==> src/rtl/ecu_stream_pkg.sv <==
// Shared stream definitions for the ECU delay-bank datapath: sample width,
// drop-counter width and the FIFO per-cycle operation encoding.
package ecu_stream_pkg;

  localparam int ECU_SAMPLE_W   = 8;
  localparam int ECU_DROP_CNT_W = 8;

  typedef enum logic [1:0] {
    FIFO_IDLE     = 2'b00,
    FIFO_PUSH     = 2'b01,
    FIFO_POP      = 2'b10,
    FIFO_PUSH_POP = 2'b11
  } fifo_op_e;

endpackage

==> src/rtl/fifo_ptr_ctrl.sv <==
// Pointer/occupancy controller for the capture FIFO: decodes push, pop and drop
// each cycle and exports write strobe plus read/write addresses.
module fifo_ptr_ctrl
  import ecu_stream_pkg::*;
#(
  parameter int DEPTH  = 16,
  parameter int ADDR_W = $clog2(DEPTH)
) (
  input  logic              CLK,
  input  logic              RESET,
  input  logic              flush,
  input  logic              push_req,
  input  logic              rd_ready,
  output logic              wr_en,
  output logic [ADDR_W-1:0] wr_addr,
  output logic [ADDR_W-1:0] rd_addr,
  output logic              drop,
  output logic [ADDR_W:0]   count,
  output logic              full,
  output logic              empty
);

  logic [ADDR_W-1:0] wr_ptr;
  logic [ADDR_W-1:0] rd_ptr;
  logic [ADDR_W:0]   count_r;
  logic              pop;
  logic              push;
  fifo_op_e          op;

  assign full  = (count_r == (ADDR_W+1)'(DEPTH));
  assign empty = (count_r == '0);

  // A pop frees a slot in the same cycle, so a full FIFO can still accept.
  // An empty FIFO never pops, so there is no write-to-read bypass.
  always_comb begin
    pop  = !empty && rd_ready;
    push = push_req && (!full || pop);
    drop = 1'b0;
    op   = FIFO_IDLE;
    if (!RESET && !flush) begin
      drop = push_req && full && !pop;
      op   = fifo_op_e'({pop, push});
    end
  end

  assign wr_en   = (op == FIFO_PUSH) || (op == FIFO_PUSH_POP);
  assign wr_addr = wr_ptr;
  assign rd_addr = rd_ptr;
  assign count   = count_r;

  always_ff @(posedge CLK) begin
    if (RESET || flush) begin
      wr_ptr  <= '0;
      rd_ptr  <= '0;
      count_r <= '0;
    end else begin
      case (op)
        FIFO_PUSH: begin
          wr_ptr  <= wr_ptr + ADDR_W'(1);
          count_r <= count_r + (ADDR_W+1)'(1);
        end
        FIFO_POP: begin
          rd_ptr  <= rd_ptr + ADDR_W'(1);
          count_r <= count_r - (ADDR_W+1)'(1);
        end
        FIFO_PUSH_POP: begin
          wr_ptr <= wr_ptr + ADDR_W'(1);
          rd_ptr <= rd_ptr + ADDR_W'(1);
        end
        default: ;
      endcase
    end
  end

endmodule

==> src/rtl/delay_line_capture_fifo.sv <==
// Capture FIFO behind the delay bank: stores every DVALID word, presents it on a
// first-word fall-through ready/valid port, and counts words lost while full.
module delay_line_capture_fifo
  import ecu_stream_pkg::*;
#(
  parameter int WIDTH = ECU_SAMPLE_W,
  parameter int DEPTH = 16,
  localparam int ADDR_W = $clog2(DEPTH)
) (
  input  logic                      CLK,
  input  logic                      RESET,
  input  logic [WIDTH-1:0]          DATA_IN,
  input  logic                      DVALID_IN,
  input  logic                      FLUSH,
  input  logic                      CLR_OVERFLOW,
  input  logic                      RD_READY,
  output logic [WIDTH-1:0]          RD_DATA,
  output logic                      RD_VALID,
  output logic [ADDR_W:0]           COUNT,
  output logic                      FULL,
  output logic                      EMPTY,
  output logic                      OVERFLOW,
  output logic [ECU_DROP_CNT_W-1:0] DROP_CNT
);

  function automatic logic [ECU_DROP_CNT_W-1:0] sat_inc(input logic [ECU_DROP_CNT_W-1:0] v);
    return (&v) ? v : v + ECU_DROP_CNT_W'(1);
  endfunction

  logic              wr_en;
  logic [ADDR_W-1:0] wr_addr;
  logic [ADDR_W-1:0] rd_addr;
  logic              drop;
  logic              empty_i;
  logic [WIDTH-1:0]  mem [DEPTH];
  logic                      overflow_r;
  logic [ECU_DROP_CNT_W-1:0] drop_cnt_r;

  fifo_ptr_ctrl #(
    .DEPTH  (DEPTH),
    .ADDR_W (ADDR_W)
  ) u_ptr_ctrl (
    .CLK      (CLK),
    .RESET    (RESET),
    .flush    (FLUSH),
    .push_req (DVALID_IN),
    .rd_ready (RD_READY),
    .wr_en    (wr_en),
    .wr_addr  (wr_addr),
    .rd_addr  (rd_addr),
    .drop     (drop),
    .count    (COUNT),
    .full     (FULL),
    .empty    (empty_i)
  );

  // Storage is data-only and deliberately left unreset.
  always_ff @(posedge CLK) begin
    if (wr_en) begin
      mem[wr_addr] <= DATA_IN;
    end
  end

  // A drop in the same cycle as a clear wins: the new drop restarts the count at 1.
  always_ff @(posedge CLK) begin
    if (RESET) begin
      overflow_r <= 1'b0;
      drop_cnt_r <= '0;
    end else if (drop) begin
      overflow_r <= 1'b1;
      drop_cnt_r <= CLR_OVERFLOW ? ECU_DROP_CNT_W'(1) : sat_inc(drop_cnt_r);
    end else if (CLR_OVERFLOW) begin
      overflow_r <= 1'b0;
      drop_cnt_r <= '0;
    end
  end

  assign RD_DATA  = mem[rd_addr];
  assign RD_VALID = !empty_i;
  assign EMPTY    = empty_i;
  assign OVERFLOW = overflow_r;
  assign DROP_CNT = drop_cnt_r;

endmodule

==> config.mk <==
export PLATFORM = sky130hd
export DESIGN_NAME = delay_line_capture_fifo
export DESIGN_NICKNAME = d
export VERILOG_FILES = /design/src/rtl/ecu_stream_pkg.sv /design/src/rtl/fifo_ptr_ctrl.sv /design/src/rtl/delay_line_capture_fifo.sv
export SDC_FILE = /design/constraint.sdc
export NUM_CORES = 1
export LEC_CHECK = 0
export ABC_AREA = 1
export CAP_MARGIN = 20
export CORE_ASPECT_RATIO = 1.5
export CORE_MARGIN = 4
export CORE_UTILIZATION = 38
export DETAILED_ROUTE_END_ITERATION = 10
export PLACE_DENSITY = 0.63
export SETUP_SLACK_MARGIN = 0.15
export SYNTH_ARGS = -nofsm -noshare
export SYNTH_HDL_FRONTEND = slang
export SYNTH_SLANG_ARGS = --single-unit
==> constraint.sdc <==
create_clock -name CLK -period 6.3 [get_ports CLK]
set_clock_uncertainty 0.05 [all_clocks]
set_input_delay 1.575 -clock CLK [delete_from_list [all_inputs] [get_ports CLK]]
set_output_delay 1.575 -clock CLK [all_outputs]
set_load 0.05 [all_outputs]
==> metrics.cfg <==
[worst_hold_path]
hold_class=reg2reg

[power]
combPwrFrac_pct=3.7
internal-power_mw=1.65
irDropWorstVdd_v=0.000173
p_per_area_nw_per_um2=279
p_switching_mw=0.488
swShare_pct=22.9
p_leak_nw=2.56
clkPwrFrac_pct=44.4
seq_power_share_pct=51.9

[detailed_routing]
firstDrtPassIters=5
drc=0
vias=4401
drtIter0Drc=239
routed_via_density=5.21
drt-total-wl_um=14400
drt.antenna.violating_nets=0
wl_per_cell_um=17.1

[floorplanning]
dieArea_um2=19500
placementRows=58
core_area_um2=16900
die_h_um=169
dieWidth_um=115
start_util_pct=38.9
ioPinCount=39

[layout]
synthToLayoutAreaGrowth_pct=16.5
drive_gt1_share_pct=9.13
fillers=1543
diodes=0
nets=647
final_util_pct=45.3

[sta]
maxSlewHeadroom_pct=33.2
slew_violations=0
final.setup.tns_ns=0
finalWorstSetupSlack_ns=1.58
max_freq_mhz=212
setup_viol=0
worst-slew-pin-transition_ns=0.999
finalHoldViolCount=0
fin_crit_sh_pct=75.0
period_needed_ns=4.72
rsz0062_at_grt=false

[place]
gp_congestion=0.845
post-place-ws_ns=1.95
dp_hpwl_um=9370
io_buffers=38

[yosys]
yosys.area.top_type=edfxtp_1
ys_top_cells_by_area=edfxtp_1, dfxtp_1, nor2_1
mappedNetlistArea_um2=6580
syn_inst=588
synth_commonest_cells=edfxtp_1, nor2_1, o21ai_0
synth_top_area_share_pct=58.5
synth_seq_cells=154
synth_area_per_cell_um2=11.2
ys_types=33
synth_edf_count=128
synthFlopType=edfxtp_1
async_reset_ff_share_pct=0
yosysMostFrequentCell=edfxtp_1
ys_warn_count=0
seq_area_frac_synth_pct=66.4
synth_nets=613

[cts]
clk_pin_slew_worst_paths_ns=0.06
cts_buffers=17
clock_latency_ns=0.41
tritoncts=done
clock_path_buffers=2
cts_root_buffer=clkbuf_16
cts-hold-fix-buffers=0
cts_num_sinks=154
htreeDepth=4
postCtsSetupRepairBufs=0
cts-resized-gates=0

[worst_setup_path]
startpoint_type=register
arrival_ns=3.10
crit_type=reg2out
worstSetupEndpointType=output pin
worstPathMaxFanout=22
cp.required_ns=4.68

[job]
maxCapViolCount=0

[global_routing]
grt_pass1_wl_um=22800
overflow=0
grt_pass1_vias=4303
grt_start_max_net_pins=65
antenna_found_initial=0
global_route.usage.total_pct=15.3

[status]
status=finished, final reports clean

## logic make-up (layout without fill, tap and decap cells)
| family | after synthesis | in the layout | share of synthesized area [%] |
|---|---|---|---|
| AND/OR/NAND/NOR | 225 | 225 | 15.0 |
| flip-flops | 154 | 154 | 66.4 |
| AO/OA/AOI/OAI | 130 | 130 | 11.2 |
| buffers and inverters | 61 | 108 | 4.24 |
| adder cells (fa/ha/maj) | 11 | 11 | 2.21 |
| XOR/XNOR | 7 | 7 | 0.932 |
## worst max-delay path, cell delays in order (launching register included)
cell and delay [ns]:
dfxtp_1 0.96, inv_1 0.46, o211ai_1 0.22, o211ai_1 0.10
nand2_1 0.11, clkdlybuf4s50_1 0.81
## per-layer routing
metal	track usage, %	part of all wire [%]	up-vias
met4	7.10	3.6	0
met5	0	0	-
li1	-	-	2135
met2	26.1	52	136
met3	3.58	4.5	29
met1	17.9	40	2101
## power groups by stage
stage / Sequential, mW / Clock [mW] / Combinational, mW
detailed placement: 1.13 / 0 / 0.0780
floorplan: 1.13 / 0 / 0.0420
global placement: 1.13 / 0 / 0.0764
finish: 1.11 / 0.949 / 0.0783
global route: 1.11 / 1.01 / 0.0862
CTS: 1.11 / 0.961 / 0.0783
## cell usage in the layout (no fill, tap or decap), drive strengths merged
master / netlist / layout
buf: 13 / 2
xnor2: 1 / 1
fa: 1 / 1
nand2: 63 / 63
clkinv: 0 / 3
o21bai: 1 / 1
o211ai: 32 / 32
xor2: 6 / 6
dfxtp: 26 / 26
nand3: 24 / 24
inv: 36 / 45
nand4: 4 / 4
clkdlybuf4s50: 0 / 38
nand3b: 1 / 1
nor3: 2 / 2
ha: 10 / 10
a21oi: 19 / 19
edfxtp: 128 / 128
o21ai: 78 / 78
clkbuf: 12 / 18
nor3b: 2 / 2
nor2: 129 / 129
clkinvlp: 0 / 2
## through the flow
stage | hold WS, ns | power [mW] | instances | cell area (µm²)
2_1_floorplan | 0.404 | 1.17 | 588 | 6580
3_3_place_gp | 0.418 | 1.21 | 812 | 7090
3_5_place_dp | 0.425 | 1.21 | 812 | 7090
4_1_cts | 0.438 | 2.15 | 844 | 7640
5_1_grt | 0.459 | 2.21 | 845 | 7660
6_report | 0.435 | 2.13 | 845 | 7660
## final cells by class
type | count | area, µm² | area share [%]
timing repair buffer | 40 | 408 | 5.33
clock inverter | 14 | 123 | 1.60
sequential | 154 | 4370 | 57.0
clock buffer | 18 | 429 | 5.60
tap | 210 | 263 | 3.43
multi-input combinational | 373 | 1930 | 25.2
inverter | 36 | 138 | 1.80
## sequential cells by signal, indices dropped and copies added, names as in the netlist, named ones only
name,flops
u_ptr_ctrl.wr_addr,4
u_ptr_ctrl.rd_addr,4
OVERFLOW,1
DROP_CNT,8
u_ptr_ctrl.count,5
mem,128
## path summary, 6_finish.rpt
path	cells after the start	slack [ns]	end	start
max reg2reg	14	3.77	u_ptr_ctrl.count[4]$_SDFFE_PP0P_	u_ptr_ctrl.count[0]$_SDFFE_PP0P_
min	2	0.43	OVERFLOW$_SDFFE_PP0P_	OVERFLOW$_SDFFE_PP0P_
min reg2reg	2	0.43	OVERFLOW$_SDFFE_PP0P_	OVERFLOW$_SDFFE_PP0P_
max	5	1.58	RD_DATA[5]	register
Power figures use the tool's default switching activity.
